$ cat src/rtl/ocx_tlx_vcx_fifo_ctl.sv
// ---------------------------------------------------------------------------
// ocx_tlx_vcx_fifo_ctl
//
// Multi-virtual-channel receive FIFO controller. Parsed command/response info
// is written into one shared RAM that is split into NUM_VC equal regions of
// 2^ADDR_WIDTH entries. Each VC keeps three pointers:
//   wr_ptr - tentative write pointer (advances on every accepted write)
//   vptr   - verified pointer (catches up to wr_ptr on a CRC-good commit)
//   rd_ptr - read pointer (advances on every issued read)
// A CRC error rolls every wr_ptr back to its vptr. Committed entries are read
// out under per-VC AFU credit control by a round-robin arbiter.
//
// Ports:
//   tlx_clk, reset            clock, synchronous active-high reset
//   afu_tlx_initial_credit    7 bits per VC, loaded in the first cycle out of reset
//   afu_tlx_credit_return     one-cycle credit return pulse per VC
//   fp_rcv_valid/vc/info      parsed entry to store
//   commit                    per-VC CRC-good pulse
//   crc_error                 rollback pulse for all VCs
//   wr_ena/wr_addr/wr_data    RAM write port, address {vc, ptr}
//   rd_ena/rd_addr/rd_vc      RAM read port, address {vc, ptr}
//   vc_empty/vc_full          per-VC status from registered pointers
//   overflow_err/credit_err   sticky error flags
//
// Handshake: fp_rcv_valid has no ready. An entry is accepted exactly when
// wr_ena is high in the same cycle; an entry presented to a full VC or during
// crc_error is dropped. rd_ena is a one-cycle request to the RAM and always
// consumes one credit of rd_vc; the AFU returns credits with
// afu_tlx_credit_return.
// ---------------------------------------------------------------------------
module ocx_tlx_vcx_fifo_ctl #(
    parameter int  NUM_VC       = 2,
    parameter int  ADDR_WIDTH   = 7,
    parameter int  DATA_WIDTH   = 56,
    parameter int  CREDIT_WIDTH = 8,
    localparam int VC_W         = (NUM_VC > 1) ? $clog2(NUM_VC) : 1
) (
    input  logic                         tlx_clk,
    input  logic                         reset,
    input  logic [7*NUM_VC-1:0]          afu_tlx_initial_credit,
    input  logic [NUM_VC-1:0]            afu_tlx_credit_return,
    input  logic                         fp_rcv_valid,
    input  logic [VC_W-1:0]              fp_rcv_vc,
    input  logic [DATA_WIDTH-1:0]        fp_rcv_info,
    input  logic [NUM_VC-1:0]            commit,
    input  logic                         crc_error,
    output logic                         wr_ena,
    output logic [VC_W+ADDR_WIDTH-1:0]   wr_addr,
    output logic [DATA_WIDTH-1:0]        wr_data,
    output logic                         rd_ena,
    output logic [VC_W+ADDR_WIDTH-1:0]   rd_addr,
    output logic [VC_W-1:0]              rd_vc,
    output logic [NUM_VC-1:0]            vc_empty,
    output logic [NUM_VC-1:0]            vc_full,
    output logic                         overflow_err,
    output logic                         credit_err
);

    localparam int PW = ADDR_WIDTH + 1;
    localparam logic [PW-1:0]           FULL_OCC   = {1'b1, {ADDR_WIDTH{1'b0}}};
    localparam logic [CREDIT_WIDTH-1:0] CREDIT_MAX = '1;

    // Registered state
    logic [NUM_VC-1:0][PW-1:0]           wr_ptr_q, vptr_q, rd_ptr_q;
    logic [NUM_VC-1:0][CREDIT_WIDTH-1:0] credit_q;
    logic [VC_W-1:0]                     prio_q;
    logic                                init_q;
    logic                                overflow_err_q, credit_err_q;

    // Next-state values
    logic [NUM_VC-1:0][PW-1:0]           wr_ptr_d, vptr_d, rd_ptr_d;
    logic [NUM_VC-1:0][CREDIT_WIDTH-1:0] credit_d;
    logic [VC_W-1:0]                     prio_d;
    logic                                credit_sat;

    // Combinational helpers
    logic [NUM_VC-1:0][PW-1:0] occ;
    logic [NUM_VC-1:0]         readable;
    logic [NUM_VC-1:0]         eligible;
    logic [NUM_VC-1:0]         rd_take;
    logic [VC_W-1:0]           wr_vc;
    logic                      vc_ok;
    logic                      full_sel;
    logic                      overflow_set;
    logic                      any_elig;
    logic [VC_W-1:0]           grant_vc;
    logic [VC_W-1:0]           arb_vc;
    int                        arb_idx;

    // VC select for the write port. With a single VC the VC field is tied to
    // zero; with a non-power-of-two VC count, out-of-range VC numbers are
    // ignored rather than aliased onto a real VC.
    if (NUM_VC == 1) begin : g_one_vc
        assign wr_vc = '0;
        assign vc_ok = 1'b1;
    end else if ((1 << VC_W) == NUM_VC) begin : g_pow2_vc
        assign wr_vc = fp_rcv_vc;
        assign vc_ok = 1'b1;
    end else begin : g_npow2_vc
        assign wr_vc = fp_rcv_vc;
        assign vc_ok = (int'(fp_rcv_vc) < NUM_VC);
    end

    // Per-VC status from registered pointers
    always_comb begin
        occ      = '0;
        readable = '0;
        eligible = '0;
        vc_full  = '0;
        vc_empty = '0;
        for (int v = 0; v < NUM_VC; v++) begin
            occ[v]      = wr_ptr_q[v] - rd_ptr_q[v];
            vc_full[v]  = (occ[v] == FULL_OCC);
            readable[v] = (vptr_q[v] != rd_ptr_q[v]);
            vc_empty[v] = ~readable[v];
            eligible[v] = readable[v] && (credit_q[v] != '0);
        end
    end

    // Write path
    assign full_sel     = vc_full[wr_vc];
    assign wr_ena       = ~reset & fp_rcv_valid & vc_ok & ~full_sel & ~crc_error;
    assign overflow_set = ~reset & fp_rcv_valid & vc_ok & full_sel;
    assign wr_addr      = {wr_vc, wr_ptr_q[wr_vc][ADDR_WIDTH-1:0]};
    assign wr_data      = fp_rcv_info;

    // Round-robin arbiter: first eligible VC at or above prio, wrapping
    always_comb begin
        any_elig = 1'b0;
        grant_vc = '0;
        arb_idx  = 0;
        arb_vc   = '0;
        for (int i = 0; i < NUM_VC; i++) begin
            arb_idx = int'(prio_q) + i;
            if (arb_idx >= NUM_VC) begin
                arb_idx = arb_idx - NUM_VC;
            end
            arb_vc = VC_W'(arb_idx);
            if (!any_elig && eligible[arb_vc]) begin
                any_elig = 1'b1;
                grant_vc = arb_vc;
            end
        end
    end

    // Reads are held off during the credit-load cycle after reset
    assign rd_ena  = ~reset & ~init_q & any_elig;
    assign rd_vc   = grant_vc;
    assign rd_addr = {grant_vc, rd_ptr_q[grant_vc][ADDR_WIDTH-1:0]};

    // Next-state logic
    always_comb begin
        wr_ptr_d   = wr_ptr_q;
        vptr_d     = vptr_q;
        rd_ptr_d   = rd_ptr_q;
        credit_d   = credit_q;
        prio_d     = prio_q;
        credit_sat = 1'b0;
        rd_take    = '0;
        for (int v = 0; v < NUM_VC; v++) begin
            if (wr_ena && (wr_vc == VC_W'(v))) begin
                wr_ptr_d[v] = wr_ptr_q[v] + PW'(1);
            end
            // Rollback wins over both the write and any commit this cycle.
            // A commit captures the post-write pointer so a same-cycle write
            // becomes readable with it.
            if (crc_error) begin
                wr_ptr_d[v] = vptr_q[v];
            end else if (commit[v]) begin
                vptr_d[v] = wr_ptr_d[v];
            end

            rd_take[v] = rd_ena && (grant_vc == VC_W'(v));
            if (rd_take[v]) begin
                rd_ptr_d[v] = rd_ptr_q[v] + PW'(1);
            end

            // Credit counter: initial load beats any return in the init cycle;
            // a grant and a return together cancel out.
            if (init_q) begin
                credit_d[v] = CREDIT_WIDTH'(afu_tlx_initial_credit[7*v +: 7]);
            end else if (rd_take[v] && !afu_tlx_credit_return[v]) begin
                credit_d[v] = credit_q[v] - CREDIT_WIDTH'(1);
            end else if (!rd_take[v] && afu_tlx_credit_return[v]) begin
                if (credit_q[v] == CREDIT_MAX) begin
                    credit_sat = 1'b1;
                end else begin
                    credit_d[v] = credit_q[v] + CREDIT_WIDTH'(1);
                end
            end
        end
        if (rd_ena) begin
            prio_d = (grant_vc == VC_W'(NUM_VC - 1)) ? '0 : grant_vc + VC_W'(1);
        end
    end

    always_ff @(posedge tlx_clk) begin
        if (reset) begin
            wr_ptr_q       <= '0;
            vptr_q         <= '0;
            rd_ptr_q       <= '0;
            credit_q       <= '0;
            prio_q         <= '0;
            init_q         <= 1'b1;
            overflow_err_q <= 1'b0;
            credit_err_q   <= 1'b0;
        end else begin
            wr_ptr_q       <= wr_ptr_d;
            vptr_q         <= vptr_d;
            rd_ptr_q       <= rd_ptr_d;
            credit_q       <= credit_d;
            prio_q         <= prio_d;
            init_q         <= 1'b0;
            overflow_err_q <= overflow_err_q | overflow_set;
            credit_err_q   <= credit_err_q | credit_sat;
        end
    end

    assign overflow_err = overflow_err_q;
    assign credit_err   = credit_err_q;

endmodule

$ cat config.mk
export PLATFORM = sky130hd
export DESIGN_NAME = ocx_tlx_vcx_fifo_ctl
export DESIGN_NICKNAME = d
export VERILOG_FILES = /design/src/rtl/ocx_tlx_vcx_fifo_ctl.sv
export SDC_FILE = /design/constraint.sdc
export NUM_CORES = 1
export LEC_CHECK = 0
export ABC_AREA = 1
export CAP_MARGIN = 20
export CORE_MARGIN = 4
export CORE_UTILIZATION = 50
export DETAILED_ROUTE_END_ITERATION = 6
export GPL_TIMING_DRIVEN = 0
export PLACE_DENSITY = 0.83
export SLEW_MARGIN = 15
export SYNTH_ARGS = -nofsm -noshare
export SYNTH_HDL_FRONTEND = slang
export SYNTH_SLANG_ARGS = --single-unit
$ cat constraint.sdc
create_clock -name tlx_clk -period 3.4 [get_ports tlx_clk]
set_input_delay 0.68 -clock tlx_clk [delete_from_list [all_inputs] [get_ports tlx_clk]]
set_output_delay 0.68 -clock tlx_clk [all_outputs]
set_load 0.1 [all_outputs]
Word level (Yosys, flattened, before mapping). Index checks and enable logic that the tools add are counted. Widths: inputs -> output; s select.

Bits in registers: 68. Input port bits: 79. Output and inout bits: 81.

$add $sub $neg: 14. Magnitude comparators: 6. Eq/ne operators: 10. Multiplexer cells: 38. Bitwise operators: 16. Reductions and logical operators: 29.

Operator list (number): $mux 8 (10); $add 8x1->8 const B (6); $mux 7 (6); $eq 8x8->1 const B (4); $mux 1 (22); $ne 8x8->1 (2); $reduce_bool 8->1 (2); $sub 8x1->8 const B (2); $sub 8x8->8 (2); $reduce_and 2->1 (6); $logic_and 1x1->1 (11); $lt 1x2->1 const B (4); $not 1->1 (8); $and 1x1->1 (6); $ne 3x3->1 const B (2); $reduce_bool 3->1 (2); $logic_not 1->1 (5); $ne 2x2->1 const B (2); $reduce_bool 2->1 (2); $add 1x1->2 const B (1); $ge 1x2->1 const B (1); $ge 2x2->1 const B (1); $or 1x1->1 (2); $reduce_or 2->1 (1); 2 further kinds (3).

Longest topological paths before layout.
Word-level depth: 20. Depth in mapped cells: 19. Mapped depth without buffers: 19.

Worst setup path after synthesis. No wires, ideal clock.

Kind: input to output. From: in fp_rcv_vc. To: out wr_addr[1]. Arrival time: 3.444 ns. Data required time: 2.720 ns. Slack: -0.724 ns. Stages on the path: 4. Buffers on the path: 2. Cells stage by stage: buf_2 > clkinv_1 > clkbuf_1 > o21ai_0.

Cells in the longest elaborated chain, start to end: 2.

RTL lines: start: declaration (line 43) `input logic [VC_W-1:0] fp_rcv_vc,`; $mux 7 (implied by the code) (2 in series) (line 124) `assign wr_addr = {wr_vc, wr_ptr_q[wr_vc][ADDR_WIDTH-1:0]};`; end: declaration (line 48) `output logic [VC_W+ADDR_WIDTH-1:0] wr_addr,`.

No other way between the ends. The select of a mux whose other input is x is not followed.

Worst setup path in the final report.
From: reg rd_ptr_q[15] (netlist name). To: out rd_addr[4].

Cells in the longest elaborated chain, start to end: 10.

RTL lines: start: declaration (line 64) `logic [NUM_VC-1:0][PW-1:0] wr_ptr_q, vptr_q, rd_ptr_q;`; start signal: assignment (line 210) `rd_ptr_q <= rd_ptr_d;`; $ne 8x8->1 * (line 114) `readable[v] = (vptr_q[v] != rd_ptr_q[v]);`; $logic_and 1x1->1 * (line 116) `eligible[v] = readable[v] && (credit_q[v] != '0);`; $mux 1 (implied by the code) (2 in series) (line 139) `if (!any_elig && eligible[arb_vc]) begin`; $mux 1 (line 139); $logic_not 1->1 (line 139); $logic_and 1x1->1 (line 139); $mux 1 * (line 139); $mux 7 (implied by the code) * (2 in series) (line 149) `assign rd_addr = {grant_vc, rd_ptr_q[grant_vc][ADDR_WIDTH-1:0]};`; end: declaration (line 51) `output logic [VC_W+ADDR_WIDTH-1:0] rd_addr,`.

Mark *: on every way between the ends. The rest lies on a longest branch, timed or not. The select of a mux whose other input is x is not followed.

==> flow_metrics.tcl <==
set metrics [dict create \
    overflow 0 \
    synth.avg_cell_area_um2 6.62 \
    layout-drive-gt1-share 0.170 \
    start_util 0.511 \
    synth-seq-cells 68 \
    tritoncts_num_sinks 68 \
    rsz0062_at_grt "no" \
    n_antenna_cell 0 \
    vias 6123 \
    synth_edf_count 0 \
    routed_via_density 5.32 \
    grt_pass1_wl_um 24400 \
    switching_share 0.425 \
    synthToLayoutAreaGrowth_pct 26.7 \
    rows 39 \
    first_pass_iters 5 \
    outcome "finished, final reports clean" \
    synth_area_leaders "dfxtp_1 (23%), nand2_1 (13%), inv_1 (8.4%)" \
    yosys_warnings 0 \
    hp-class "reg2reg" \
    synth_top_area_share 0.232 \
    synthCells 886 \
    relSlewSlack 0.349 \
    cts-root-buf "clkbuf_16" \
    postRouteAntennaNets 0 \
    wl_per_cell_um 13.7 \
    ctsHoldBuffers 0 \
    netlist-cell-type-count 45 \
    yosys.cell_count.top_type "nand2_1" \
    die_x_um 116 \
    cpPeakStageDelay_ns 0.60 \
    r2r_cells 16 \
    p_comb_frac 0.425 \
    synth_area_leader_cell "dfxtp_1" \
    synthFlopType "dfxtp_1" \
    period_share 0.964 \
    tns_ns 0 \
    numPortBuffers 101 \
    leakage_nw 3.65 \
    worstSetupStartpoint "rd_ptr_q[15]" \
    syn-cell-area_mm2 0.00586 \
    die_h_um 116 \
    holdPathStages 2 \
    r2r-start "rd_ptr_q[0]" \
    fin_nets 1117 \
    clk_latency_ns 0.33 \
    max-cap-violations 0 \
    cp_common_cell "nand2_1" \
    grt_max_degree 11 \
    fin_worst_skew_ns 0.00692 \
    cp.arrival_ns 2.60 \
    crit_type "reg2out" \
    wl_um 15800 \
    grt_use_total 0.224 \
    max_freq_ghz 0.305 \
    synth_nets 1001 \
    dp_hpwl_um 12200 \
    coreArea_mm2 0.0115 \
    drc 0 \
    n_fill_cell 1011 \
    synth.yosys.seq_area_share 0.232 \
    worstPathRequired_ns 2.72 \
    synth_common_cells "nand2_1 (201), inv_1 (131), a21oi_1 (69)" \
    final_cells 1150 \
    gp_congestion 0.915 \
    cts_tree "built" \
    crit_path_top_delay_cell "clkdlybuf4s15_2" \
    synth-async-reset-ratio 0 \
    switching_power_w 0.00133 \
    setup.worst_path.end_class "output pin" \
    antenna_found_initial 0 \
    p_seq_frac 0.291 \
    dieArea_mm2 0.0135 \
    cp_max_fo 10 \
    finalCriticalPeriod_ns 3.28 \
    power_density_mw_per_mm2 422 \
    dpl_cell_area_mm2 0.00706 \
    seqCellArea_mm2 0.00137 \
    clock_tree.buffer_depth 2 \
    finish.instance_area_mm2 0.00743 \
    clk_pin_slew_ns 0.05 \
    hp-start "prio_q" \
    ios 160 \
    worstPathCellList "xor2_1 -> a21oi_1 -> nand2_1 -> o21ai_2 -> inv_2 -> nand2_4 -> buf_2 -> nand2_1 -> o21ai_1 -> clkdlybuf4s15_2" \
    multiInputGateArea_mm2 0.00346 \
    cp-start-kind "register" \
    grt_pass1_vias 5401 \
    place_inst 1130 \
    drt_iter0_drc 356 \
    power_frac_clock 0.284 \
    finalSetupViolCount 0 \
    tightest_slew_ns 0.973 \
    htree_levels 3 \
    power.internal_w 0.00180 \
    vdd_drop_max_mv 0.247 \
    finalHoldViolCount 0 \
    finalMaxSlewViolations 0 \
    numCtsBuffers 9 \
]
-- through the flow --
stage / hold slack (ns) / power (W) / util / setup WS (ns)
after floorplan: 0.444 / 0.00197 / - / -0.724
after global placement: 0.455 / 0.00222 / 0.615 / -0.655
after detailed placement: 0.472 / 0.00224 / 0.615 / -0.674
after CTS: 0.479 / 0.00312 / 0.642 / 0.0129
after global routing: 0.509 / 0.00328 / 0.648 / 0.00541
final: 0.475 / 0.00314 / 0.648 / 0.123
-- worst paths after layout --
kind | end | slack (ns)
setup / recovery | rd_addr[4] | 0.12
hold / removal | prio_q | 0.48
setup reg to reg | credit_q[15] | 0.33
hold reg to reg | prio_q | 0.48
-- sequential cells by signal, indices dropped and copies added, names as in the netlist --
register      flops
wr_ptr_q         16
rd_ptr_q         16
credit_err        1
overflow_err      1
credit_q         16
vptr_q           16
init_q            1
prio_q            1
-- cell type report --
class / instances / area share
flip-flops and latches: 68 / 0.184
plain buffers: 80 / 0.0744
inverters: 143 / 0.0723
clock buffers: 15 / 0.0374
well taps: 143 / 0.0241
repair buffers: 105 / 0.141
clock inverters: 1 / 0.000674
multi-input cells: 595 / 0.466
-- critical path, delay by kind of cell, from the launching register on --
| kind | cells | cell delay [ns] |
|---|---|---|
| flops | 1 | 0.37 |
| compound gates | 3 | 0.48 |
| buf+inv | 3 | 0.91 |
| simple gates | 3 | 0.33 |
| xor+xnor | 1 | 0.18 |
-- power groups by stage --
| stage | combinational (W) | sequential [W] | clock, W |
|---|---|---|---|
| floorplan | 0.00105 | 0.000914 | 0 |
| global placement | 0.00130 | 0.000925 | 0 |
| detailed placement | 0.00132 | 0.000926 | 0 |
| CTS | 0.00132 | 0.000910 | 0.000891 |
| global route | 0.00144 | 0.000918 | 0.000923 |
| finish | 0.00133 | 0.000912 | 0.000890 |
-- timing repair --
action                                 in CTS  in global routing
setup endpoints to repair                  19                 12
endpoints found under the hold margin       0                  0
pin swaps                                   0                  1
resized for setup                          47                 25
buffers inserted                            0                  4
-- per-layer routing --
layer | global-route usage | wire length, µm
met3 | 0.0326 | 1270
met5 | 0 | 0
met2 | 0.380 | 7620
met1 | 0.278 | 6350
met4 | 0.108 | 516
-- kinds of logic (layout without fill, tap and decap cells) --
| logic type | Yosys count | in the layout | share of synthesized area |
|---|---|---|---|
| flip-flops | 68 | 68 | 0.232 |
| XOR/XNOR | 45 | 45 | 0.0672 |
| buffers and inverters | 223 | 344 | 0.186 |
| adder cells (fa/ha/maj) | 36 | 36 | 0.0794 |
| AO/OA/AOI/OAI | 127 | 127 | 0.121 |
| AND/OR/NAND/NOR | 387 | 387 | 0.315 |
-- cells in the final DEF (no fill, tap or decap), types with 6 or more instances in the layout --
cell             count
nand2_1            201
inv_1              130
clkdlybuf4s50_1     85
a21oi_1             69
nand3_1             65
buf_4               64
dfxtp_1             62
nor2_1              35
nand4_1             31
ha_1                31
xor2_1              30
nand2_2             20
o21ai_1             16
o21ai_0             16
xnor2_1             15
clkbuf_1            13
inv_2               12
clkbuf_16            9
clkdlybuf4s15_2      9
buf_2                8
a21oi_2              7
dfxtp_2              6
No activity file was read; power rests on OpenSTA's default activity.
